**src/rtl/fifo_rd_stream_pkg.sv**
```systemverilog
// -----------------------------------------------------------------------------
// fifo_rd_stream_pkg
//   Shared FIFO read-side defines for the fifo_rd_stream drain stage.
//   Holds the default FIFO data width, the elastic buffer geometry, the
//   valid/ready handshake macro and the modulo-3 pointer increment helper.
//   No ports.
// -----------------------------------------------------------------------------

`ifndef FIFO_RD_STREAM_HS
`define FIFO_RD_STREAM_HS(valid, ready) ((valid) && (ready))
`endif

package fifo_rd_stream_pkg;

    localparam int FIFO_DATA_WIDTH = 8;

    localparam int BUF_DEPTH = 3;
    localparam int PTR_WIDTH = 2;

    // The buffer is three entries deep, so pointers cannot rely on natural
    // power-of-two rollover; they are wrapped back to zero explicitly.
    function automatic logic [PTR_WIDTH-1:0] ptr_inc(input logic [PTR_WIDTH-1:0] ptr);
        return (ptr == PTR_WIDTH'(BUF_DEPTH - 1)) ? '0 : ptr + 1'b1;
    endfunction

endpackage

```
**src/rtl/fifo_rd_stream_if.sv**
```systemverilog
// -----------------------------------------------------------------------------
// fifo_rd_stream_if
//   Bundles the FIFO read port and the outgoing valid/ready stream of the
//   fifo_rd_stream drain stage.
//   master modport : the drain stage (drives fifo_rd_en and the stream)
//   slave modport  : the environment (FIFO read port + stream consumer)
//   Signals: flush, fifo_empty, fifo_rd_en, fifo_rd_data,
//            m_valid, m_ready, m_data, m_last, beat_cnt
// -----------------------------------------------------------------------------
interface fifo_rd_stream_if
    import fifo_rd_stream_pkg::*;
#(
    parameter int DATA_WIDTH = FIFO_DATA_WIDTH,
    parameter int PKT_LEN    = 16
);

    localparam int CNT_WIDTH = $clog2(PKT_LEN);

    logic                  flush;
    logic                  fifo_empty;
    logic                  fifo_rd_en;
    logic [DATA_WIDTH-1:0] fifo_rd_data;
    logic                  m_valid;
    logic                  m_ready;
    logic [DATA_WIDTH-1:0] m_data;
    logic                  m_last;
    logic [CNT_WIDTH-1:0]  beat_cnt;

    modport master (
        input  flush,
        input  fifo_empty,
        input  fifo_rd_data,
        input  m_ready,
        output fifo_rd_en,
        output m_valid,
        output m_data,
        output m_last,
        output beat_cnt
    );

    modport slave (
        output flush,
        output fifo_empty,
        output fifo_rd_data,
        output m_ready,
        input  fifo_rd_en,
        input  m_valid,
        input  m_data,
        input  m_last,
        input  beat_cnt
    );

endinterface

```
**src/rtl/fifo_rd_buf.sv**
```systemverilog
// -----------------------------------------------------------------------------
// fifo_rd_buf
//   Three-entry synchronous elastic buffer used by fifo_rd_stream.
//   clk, rst   : clock and synchronous active-high reset (clears storage too)
//   clear      : synchronous drop of all entries, storage left untouched
//   push       : write push_data at the tail
//   pop        : retire the head entry
//   count      : number of entries held (0..3)
//   head_data  : data at the head entry
//   not_empty  : at least one entry held
// -----------------------------------------------------------------------------
module fifo_rd_buf
    import fifo_rd_stream_pkg::*;
#(
    parameter int DATA_WIDTH = FIFO_DATA_WIDTH
) (
    input  logic                  clk,
    input  logic                  rst,
    input  logic                  clear,
    input  logic                  push,
    input  logic [DATA_WIDTH-1:0] push_data,
    input  logic                  pop,
    output logic [1:0]            count,
    output logic [DATA_WIDTH-1:0] head_data,
    output logic                  not_empty
);

    logic [DATA_WIDTH-1:0] mem [BUF_DEPTH];
    logic [PTR_WIDTH-1:0]  head_ptr;
    logic [PTR_WIDTH-1:0]  tail_ptr;
    logic                  push_ok;
    logic                  pop_ok;

    // Pops of an empty buffer and pushes into a full one are ignored, so the
    // pointers can never cross even if a caller misbehaves.
    assign pop_ok  = pop && (count != 2'd0);
    assign push_ok = push && ((count != 2'(BUF_DEPTH)) || pop_ok);

    // Storage, pointers and occupancy. Reset also zeroes the storage so the
    // head data reads as zero afterwards; a clear only rewinds the pointers.
    // A simultaneous push and pop leaves the occupancy unchanged.
    always_ff @(posedge clk) begin
        if (rst) begin
            head_ptr <= '0;
            tail_ptr <= '0;
            count    <= 2'd0;
            for (int i = 0; i < BUF_DEPTH; i++) begin
                mem[i] <= '0;
            end
        end else if (clear) begin
            head_ptr <= '0;
            tail_ptr <= '0;
            count    <= 2'd0;
        end else begin
            if (push_ok) begin
                mem[tail_ptr] <= push_data;
                tail_ptr      <= ptr_inc(tail_ptr);
            end
            if (pop_ok) begin
                head_ptr <= ptr_inc(head_ptr);
            end
            case ({push_ok, pop_ok})
                2'b10:   count <= count + 2'd1;
                2'b01:   count <= count - 2'd1;
                default: count <= count;
            endcase
        end
    end

    assign head_data = mem[head_ptr];
    assign not_empty = (count != 2'd0);

endmodule

```
**src/rtl/fifo_rd_stream.sv**
```systemverilog
// -----------------------------------------------------------------------------
// fifo_rd_stream
//   Read-side drain stage for async_fifo. Turns the standard-mode FIFO read
//   port (data one cycle after rd_en) into a valid/ready stream through a
//   three-entry elastic buffer and cuts it into PKT_LEN-beat packets.
//   clk  : read-domain clock
//   rst  : synchronous active-high reset
//   bus  : fifo_rd_stream_if.master (flush, FIFO read port, m_* stream,
//          beat_cnt)
// -----------------------------------------------------------------------------
module fifo_rd_stream
    import fifo_rd_stream_pkg::*;
#(
    parameter int DATA_WIDTH = FIFO_DATA_WIDTH,
    parameter int PKT_LEN    = 16
) (
    input  logic              clk,
    input  logic              rst,
    fifo_rd_stream_if.master  bus
);

    localparam int                   CNT_WIDTH = $clog2(PKT_LEN);
    localparam logic [CNT_WIDTH-1:0] LAST_BEAT = CNT_WIDTH'(PKT_LEN - 1);

    logic                  inflight;
    logic [CNT_WIDTH-1:0]  beat_cnt_r;
    logic [1:0]            buf_count;
    logic                  buf_valid;
    logic [DATA_WIDTH-1:0] head_data;
    logic [2:0]            credit_used;
    logic                  rd_en;
    logic                  handshake;
    logic                  capture;

    // Credit rule: a read may only be issued when the buffer has room for
    // everything already held plus the word still on its way. Keeping m_ready
    // out of this term is what breaks the ready -> rd_en combinational path.
    assign credit_used = 3'(buf_count) + 3'(inflight);
    assign rd_en       = !rst && !bus.flush && !bus.fifo_empty
                         && (credit_used < 3'(BUF_DEPTH));

    assign handshake = `FIFO_RD_STREAM_HS(buf_valid, bus.m_ready);

    // Data for the read issued last cycle is on fifo_rd_data now; a flush
    // discards it instead of writing it into the buffer.
    assign capture = inflight && !bus.flush;

    fifo_rd_buf #(
        .DATA_WIDTH (DATA_WIDTH)
    ) u_buf (
        .clk       (clk),
        .rst       (rst),
        .clear     (bus.flush),
        .push      (capture),
        .push_data (bus.fifo_rd_data),
        .pop       (handshake),
        .count     (buf_count),
        .head_data (head_data),
        .not_empty (buf_valid)
    );

    // Tracks the outstanding read and the position within the packet.
    // Reset and flush both abandon the outstanding read and restart the
    // packet; otherwise the beat counter only moves on a handshake and
    // wraps after the last beat of the packet.
    always_ff @(posedge clk) begin
        if (rst || bus.flush) begin
            inflight   <= 1'b0;
            beat_cnt_r <= '0;
        end else begin
            inflight <= rd_en;
            if (handshake) begin
                beat_cnt_r <= (beat_cnt_r == LAST_BEAT) ? '0 : beat_cnt_r + 1'b1;
            end
        end
    end

    assign bus.fifo_rd_en = rd_en;
    assign bus.m_valid    = buf_valid;
    assign bus.m_data     = head_data;
    assign bus.m_last     = buf_valid && (beat_cnt_r == LAST_BEAT);
    assign bus.beat_cnt   = beat_cnt_r;

endmodule
```
**src/flat_wrapper.sv**
```systemverilog
// flat-port wrapper written by rule: the top's interface ports become plain ports
module fifo_rd_stream_flat import fifo_rd_stream_pkg::*;
#(
    parameter int DATA_WIDTH = FIFO_DATA_WIDTH,
    parameter int PKT_LEN    = 16
)
  (clk, rst, bus_flush, bus_fifo_empty, bus_fifo_rd_data, bus_m_ready, bus_fifo_rd_en, bus_m_valid, bus_m_data, bus_m_last, bus_beat_cnt);
  fifo_rd_stream_if #(.DATA_WIDTH(DATA_WIDTH), .PKT_LEN(PKT_LEN)) bus_i ();
  input  logic clk;
  input  logic rst;
  input wire logic [$bits(bus_i.flush)-1:0] bus_flush;
  input wire logic [$bits(bus_i.fifo_empty)-1:0] bus_fifo_empty;
  input wire logic [$bits(bus_i.fifo_rd_data)-1:0] bus_fifo_rd_data;
  input wire logic [$bits(bus_i.m_ready)-1:0] bus_m_ready;
  output wire logic [$bits(bus_i.fifo_rd_en)-1:0] bus_fifo_rd_en;
  output wire logic [$bits(bus_i.m_valid)-1:0] bus_m_valid;
  output wire logic [$bits(bus_i.m_data)-1:0] bus_m_data;
  output wire logic [$bits(bus_i.m_last)-1:0] bus_m_last;
  output wire logic [$bits(bus_i.beat_cnt)-1:0] bus_beat_cnt;
  assign bus_i.flush = bus_flush;
  assign bus_i.fifo_empty = bus_fifo_empty;
  assign bus_i.fifo_rd_data = bus_fifo_rd_data;
  assign bus_i.m_ready = bus_m_ready;
  assign bus_fifo_rd_en = bus_i.fifo_rd_en;
  assign bus_m_valid = bus_i.m_valid;
  assign bus_m_data = bus_i.m_data;
  assign bus_m_last = bus_i.m_last;
  assign bus_beat_cnt = bus_i.beat_cnt;
  fifo_rd_stream #(.DATA_WIDTH(DATA_WIDTH), .PKT_LEN(PKT_LEN)) u_core (.clk(clk), .rst(rst), .bus(bus_i));
endmodule
```
**config.mk**
```make
export PLATFORM = sky130hd
export DESIGN_NAME = fifo_rd_stream_flat
export DESIGN_NICKNAME = d
export VERILOG_FILES = /design/src/rtl/fifo_rd_stream_pkg.sv /design/src/rtl/fifo_rd_stream_if.sv /design/src/rtl/fifo_rd_buf.sv /design/src/rtl/fifo_rd_stream.sv /design/src/flat_wrapper.sv
export SDC_FILE = /design/constraint.sdc
export NUM_CORES = 1
export LEC_CHECK = 0
export ABC_AREA = 1
export BUFFER_PORTS_ARGS = -buffer_cell sky130_fd_sc_hd__buf_4
export CAP_MARGIN = 20
export CORE_ASPECT_RATIO = 1.75
export CORE_MARGIN = 2
export CORE_UTILIZATION = 51
export CTS_BUF_LIST = sky130_fd_sc_hd__clkbuf_16
export DETAILED_ROUTE_END_ITERATION = 16
export GPL_ROUTABILITY_DRIVEN = 0
export GPL_TIMING_DRIVEN = 0
export PLACE_DENSITY = 0.72
export SLEW_MARGIN = 30
export SYNTH_ARGS = -nofsm -noshare
export SYNTH_HDL_FRONTEND = slang
export SYNTH_SLANG_ARGS = --single-unit
```
**constraint.sdc**
```tcl
create_clock -name clk -period 1.7 [get_ports clk]
set_clock_uncertainty 0.1 [all_clocks]
set_input_delay 0.085 -clock clk [delete_from_list [all_inputs] [get_ports clk]]
set_output_delay 0.085 -clock clk [all_outputs]
set_load 0.02 [all_outputs]
```
; ---- Yosys cells after proc, flatten, opt, wreduce, memory -nomap -nowiden
; Memory sizes are Yosys's and may differ from the RTL's. A register that Yosys moved wholly into a read port is not among the register bits.
; Index checks and enable logic that the tools add are counted.
[op_classes]
addsub = 6
order_cmp = 1
n_eq_ne = 6
mux = 15
reduce_logical = 17
[op_table]
columns = operator, count
row1 = $mux 2, 5
row2 = $logic_and 1x1->1, 8
row3 = $mux 8, 1
row4 = $reduce_or 8->1, 1
row5 = $mux 1, 7
row6 = $add 2x1->2 const B, 3
row7 = $eq 2x2->1 const B, 3
row8 = $add 4x1->4 const B, 1
row9 = $eq 4x4->1 const B, 1
row10 = $mux 4, 1
row11 = $pmux 2 s2, 1
row12 = $reduce_bool 2->1, 2
row13 = $add 2x1->3, 1
row14 = $logic_not 1->1, 3
row15 = $lt 3x2->1 const B, 1
row16 = $eq 2x1->1 const B, 1
row17 = $logic_or 1x1->1, 2
row18 = $ne 2x2->1 const B, 1
row19 = $reduce_or 2->1, 1
row20 = $sub 2x1->2 const B, 1
[totals]
reg_bits = 11
mem_bits_rw = 24
inputBits = 13
output_inout_bits = 15
word_cells = 51
memories = 1
[memory_table]
columns = memory, words, word_bits, rd, rd_ports_with_merged_regs, wr, line_no
row1 = u_core.u_buf.mem, 3, 8, 1, 1, 3, fifo_rd_buf.sv:28  ; logic [DATA_WIDTH-1:0] mem [BUF_DEPTH];

; ---- Depth between registers and ports, before layout
[depth]
word_depth = 11
depth_mapped = 9
mapped_depth_nobuf = 9

; ---- Modules after synthesis
; From an unflattened synthesis, not the netlist that was laid out.
[unflattened]
cells_unflattened = 208
area_unflattened_um2 = 2000.7
[modules_own_cells]
columns = module, n_inst, cells_per_inst, area_each_um2, seq_area_each_um2
row1 = fifo_rd_buf, 1, 167, 1705.4, 1121.1
row2 = fifo_rd_stream, 1, 41, 295.3, 100.1

; ---- Least setup slack after synthesis
; OpenSTA, ideal clock, no wires.
[synth_path]
path_kind = register to register
from = reg u_core.inflight
to = mem u_core.u_buf.mem[3][0] (netlist name), enable pin
setup_time_ps = 370
t_arrival_ps = 1177
t_required_ps = 1230
path_slack_ps = 52
path_stages_with_launch = 7
path_buffers = 0
period_less_slack_ps = 1648
cell_sequence = dfxtp_1 inv_1 nor2_2 nand2_4 nor2_8 nand2_1 nor2_1
[synth_lines]
columns = element, line_no
row1 = from (decl), fifo_rd_stream.sv:25  ; logic inflight;
row2 = from (signal assigned), fifo_rd_stream.sv:71  ; inflight <= rd_en;
row3 = to (decl), fifo_rd_buf.sv:28

; ---- Final worst setup path
[layout_path]
from = reg u_core.u_buf.count[0]
to = out bus_fifo_rd_en
[layout_between]
elab_chain_len = 3
[layout_lines]
columns = element, line_no
row1 = from (decl), fifo_rd_buf.sv:23  ; output logic [1:0] count,
row2 = from (signal assigned), fifo_rd_buf.sv:63  ; 2'b10: count <= count + 2'd1;
row3 = from (signal assigned), fifo_rd_buf.sv:64  ; 2'b01: count <= count - 2'd1;
row4 = from (signal assigned), fifo_rd_buf.sv:65  ; default: count <= count;
row5 = $add 2x1->3, fifo_rd_stream.sv:38  ; assign credit_used = 3'(buf_count) + 3'(inflight);
row6 = $lt 3x2->1, fifo_rd_stream.sv:40  ; && (credit_used < 3'(BUF_DEPTH));
row7 = $logic_and 1x1->1, fifo_rd_stream.sv:40
row8 = to (decl), flat_wrapper.sv:15  ; output wire logic [$bits(bus_i.fifo_rd_en)-1:0] bus_fifo_rd_en;
; Every way passes these cells.

==> results.md <==
Timing:
- Dividing the final minimum period by the clock period gives 95.46%.
- The worst relative slew slack is 70.85%.
- The measured slew at the worst slew-check pin is 0.4361 ns.
- Setup repair after global routing left no endpoint under its margin.
- After layout, the minimum clock period comes to 1.623 ns.
- The fmax is 616.2 MHz.
- The number of failing setup endpoints in the final timing report is 0.
- The final number of max-transition violations is 0.
- The hold violation total from the final report is 0.
- The worst hold slack is 0.01892 ns.

Logic synthesis:
- Yosys attributes the largest share of cell area to sky130_fd_sc_hd__edfxtp_1 48%, sky130_fd_sc_hd__dfxtp_1 13%, sky130_fd_sc_hd__nor2_1 11%.
- The number of distinct library cells after synthesis is 21.
- Counting every instance in the synthesized netlist gives 206.
- The mapped cell area is 0.002012 mm^2.
- The share of the Yosys chip area taken by registers is 60.70%.
- In this run the biggest area consumer among cell types represents 47.76% of the synthesized area.
- The Yosys step of the flow raised 0 warnings.
- The post-synthesis area per instance is 9.767 um^2.
- The flip-flop and latch count after synthesis is 45.
- The post-synth net total is 223.
- The biggest area contributor in the post-synthesis netlist is sky130_fd_sc_hd__edfxtp_1.

CTS:
- The root buffer cell is sky130_fd_sc_hd__clkbuf_16.
- TritonCTS built the clock tree.
- In this run, CTS created clock tree buffers numbering 5.
- The clock tree synthesis step divided the H-tree into 2 levels.
- Clock tree synthesis found a total of 45 sinks.
- The clock passes through at most 2 buffers.
- The clock-pin slew on the worst setup and hold paths is 0.06 ns.
- The clock insertion delay at the later pin of the skew report is 0.28 ns.

Power:
- The internal power of the cells is 1.942 mW.
- Summed over all nets, the switching power comes to 469.3 uW.
- Dividing total power by cell area gives a power density of 931.8 mW/mm^2.
- The part of the power in the clock network is 43.9%.
- Per report_power, the sequential group accounts for 49.9% of the total.
- In this run switching power makes up 19.46% of total power.
- Combinational cells account for 6.2% of the total power.
- Summed over all cells, the static leakage comes to 1.110 nW.
- IR analysis of the VDD net gives a maximum drop of 982.9 uV.

Outcome:
- The run finished with clean final reports.

Die:
- The starting utilization of the core area is 52.55%.
- The initialized floorplan defines 30 standard-cell rows.
- The height of the die is 87.09 um.
- The area of the core is 0.003829 mm^2.
- The die extent in x is 51.48 um.
- The floorplan step defined a die boundary enclosing 0.004483 mm^2.
- For this design the top-level I/O count stands at 28.

Layout:
- The area growth from synthesis to layout is 28.61%.
- In the final layout, the share of cells above drive strength 1 is 22.62%.
- The diode insertion count for antenna repair is 0.
- Measured on the finished design, the core utilization comes to 67.58%.
- At the end of the flow, the number of nets in the layout was 268.

Global routing:
- Global routing consumed, on the met2 layer, 36.95% of the routing resources.
- The number of antenna violations at the first check in global routing is 0.
- Entering global routing, the biggest net connects 14 pins.
- The global-route met1 utilization is 20.14%.
- The via count of the first global-routing pass is 1512.
- The combined global-route utilization of all metal layers is 20.11%.
- The total congestion overflow is 0.
- The global routing met3 resource utilization is 4.639%.
- The first global-routing pass estimated 6.527 mm of wire.
- The most heavily used metal layer in global routing is met2.

Setup path:
- The critical path is of the flip-flop to primary output type.
- The critical path data arrival time is 1.44 ns.
- In this run the worst path has a maximum fanout of 7.
- STA classifies the critical path startpoint as a flip-flop.
- STA classifies the critical path endpoint as a primary output.
- The data required time of the critical path is 1.51 ns.

Route:
- For this block, the initial DRC count from the detailed router was 56.
- The detail route stage leaves a number of antenna-violating nets equal to 0.
- The aggregate routed wire length is 4.086 mm.
- For this run, design rule violations remaining after detail routing come to 0.
- After detailed routing, the average wire length per cell comes to 13.62 um.
- The detailed-route vias per instance is 5.240.
- The total vias in the final route is 1572.
- The first TritonRoute pass finished after 5 iterations.

Place:
- Summed over all nets, the half-perimeter wirelength after detailed placement is 2.749 mm.
- Buffers placed on the I/O ports in this run total 27.

Worst hold path:
- The min-delay analysis places its worst path in the category input port to flip-flop.

Flow run:
- The max capacitance violation total is 0.
[cell usage after synthesis]
| library cell | count |
|---|---|
| sky130_fd_sc_hd__inv_1 | 21 |
| sky130_fd_sc_hd__nand3_1 | 3 |
| sky130_fd_sc_hd__nor2_2 | 2 |
| sky130_fd_sc_hd__nand2_4 | 4 |
| sky130_fd_sc_hd__nand2_1 | 25 |
| sky130_fd_sc_hd__inv_2 | 1 |
| sky130_fd_sc_hd__a31oi_1 | 1 |
| sky130_fd_sc_hd__a21oi_1 | 7 |
| sky130_fd_sc_hd__nor2_1 | 57 |
| sky130_fd_sc_hd__ha_1 | 4 |
| sky130_fd_sc_hd__edfxtp_1 | 32 |
| sky130_fd_sc_hd__nor2_8 | 2 |
| sky130_fd_sc_hd__dfxtp_1 | 13 |
| sky130_fd_sc_hd__o22ai_1 | 8 |
| sky130_fd_sc_hd__buf_2 | 2 |
| sky130_fd_sc_hd__nand3_2 | 1 |
| sky130_fd_sc_hd__o21ai_0 | 19 |
| sky130_fd_sc_hd__nand4_1 | 1 |
| sky130_fd_sc_hd__nor3_1 | 1 |
| sky130_fd_sc_hd__xor2_1 | 1 |
| sky130_fd_sc_hd__nor2_4 | 1 |
[what timing repair did]
action | CTS | global route
cloned | 0 | 0
setup buffers | 0 | 2
resized for setup | 7 | 7
hold buffers | 9 | 0
setup endpoints to repair | 33 | 15
endpoints found under the hold margin | 9 | 0
pin swaps | 0 | 1
[routing by layer]
metal,routed length [um],share of wire (%),vias to the layer above
li1,-,-,779
met1,1415,35,725
met2,2387,58,61
met3,209,5.1,7
met4,73,1.8,0
met5,0,0,-
[metrics by stage]
step	total power [mW]	cells	setup WS (ns)	TNS, ns	area, um^2
floorplan	1.296	206	0.05243	0	2012
global placement	1.354	281	-0.3022	-2.414	2275
detailed placement	1.358	281	-0.2929	-2.495	2275
CTS	2.416	298	0.01546	0	2545
global route	2.472	300	0.01639	0	2587
finish	2.411	300	0.07718	0	2587
[final cells by class]
| type | count | area (um^2) |
|---|---|---|
| sequential | 45 | 1230 |
| inverter | 22 | 82.58 |
| buffer | 2 | 15.01 |
| clock buffer | 5 | 125.1 |
| multi-input combinational | 137 | 716.9 |
| fill | 319 | 1241 |
| timing repair buffer | 38 | 320.3 |
| tap | 48 | 60.06 |
| clock inverter | 3 | 37.54 |
[logic make-up (layout without fill, tap and decap cells)]
kind of cell / after synthesis / after routing / share of synthesized area [%]
simple gates: 97 / 97 / 22.51
flops: 45 / 45 / 60.70
compound gates: 35 / 35 / 9.266
buf+inv: 24 / 70 / 4.602
fa+ha+maj: 4 / 4 / 2.488
xor+xnor: 1 / 1 / 0.4354
[path summary, 6_finish.rpt]
kind                                  from                      to  slack [ns]  cells past startpoint
setup / recovery     u_core.u_buf.count[0]          bus_fifo_rd_en        0.08                      6
hold / removal                   bus_flush  u_core.bus.beat_cnt[3]        0.02                      4
setup reg to reg  u_core.u_buf.tail_ptr[0]  u_core.u_buf.mem[0][1]        0.11                      3
hold reg to reg      u_core.u_buf.count[0]   u_core.u_buf.count[0]        0.38                      1
[cells in the final DEF (no fill, tap or decap), drive strengths merged, types with 6 or more instances in the layout]
cell type,synthesis,final
a21oi,7,7
buf,2,30
clkbuf,0,6
dfxtp,13,13
dlygate4sd3,0,9
edfxtp,32,32
inv,22,23
nand2,29,29
nor2,62,62
o21ai,19,19
o22ai,8,8
[flip-flops by register name, indices dropped and copies added, names as in the netlist, named ones only]
name,flops
u_core.bus.beat_cnt,4
u_core.inflight,1
u_core.u_buf.count,2
u_core.u_buf.head_ptr,2
u_core.u_buf.mem,32
u_core.u_buf.tail_ptr,2
[critical path: stages, from the launching register on]
cell	delay, ns
sky130_fd_sc_hd__dfxtp_4	0.37
sky130_fd_sc_hd__ha_2	0.18
sky130_fd_sc_hd__ha_1	0.17
sky130_fd_sc_hd__nor2_1	0.08
sky130_fd_sc_hd__nand2_1	0.08
sky130_fd_sc_hd__a21oi_2	0.13
sky130_fd_sc_hd__buf_4	0.15
[power by group through the flow]
stage | Combinational (mW) | Sequential (mW) | Clock (mW)
after floorplan | 0.0694 | 1.23 | 0
after global placement | 0.127 | 1.23 | 0
after detailed placement | 0.130 | 1.23 | 0
after CTS | 0.148 | 1.21 | 1.06
after global routing | 0.164 | 1.20 | 1.10
final | 0.149 | 1.20 | 1.06
Power figures use the tool's default switching activity.
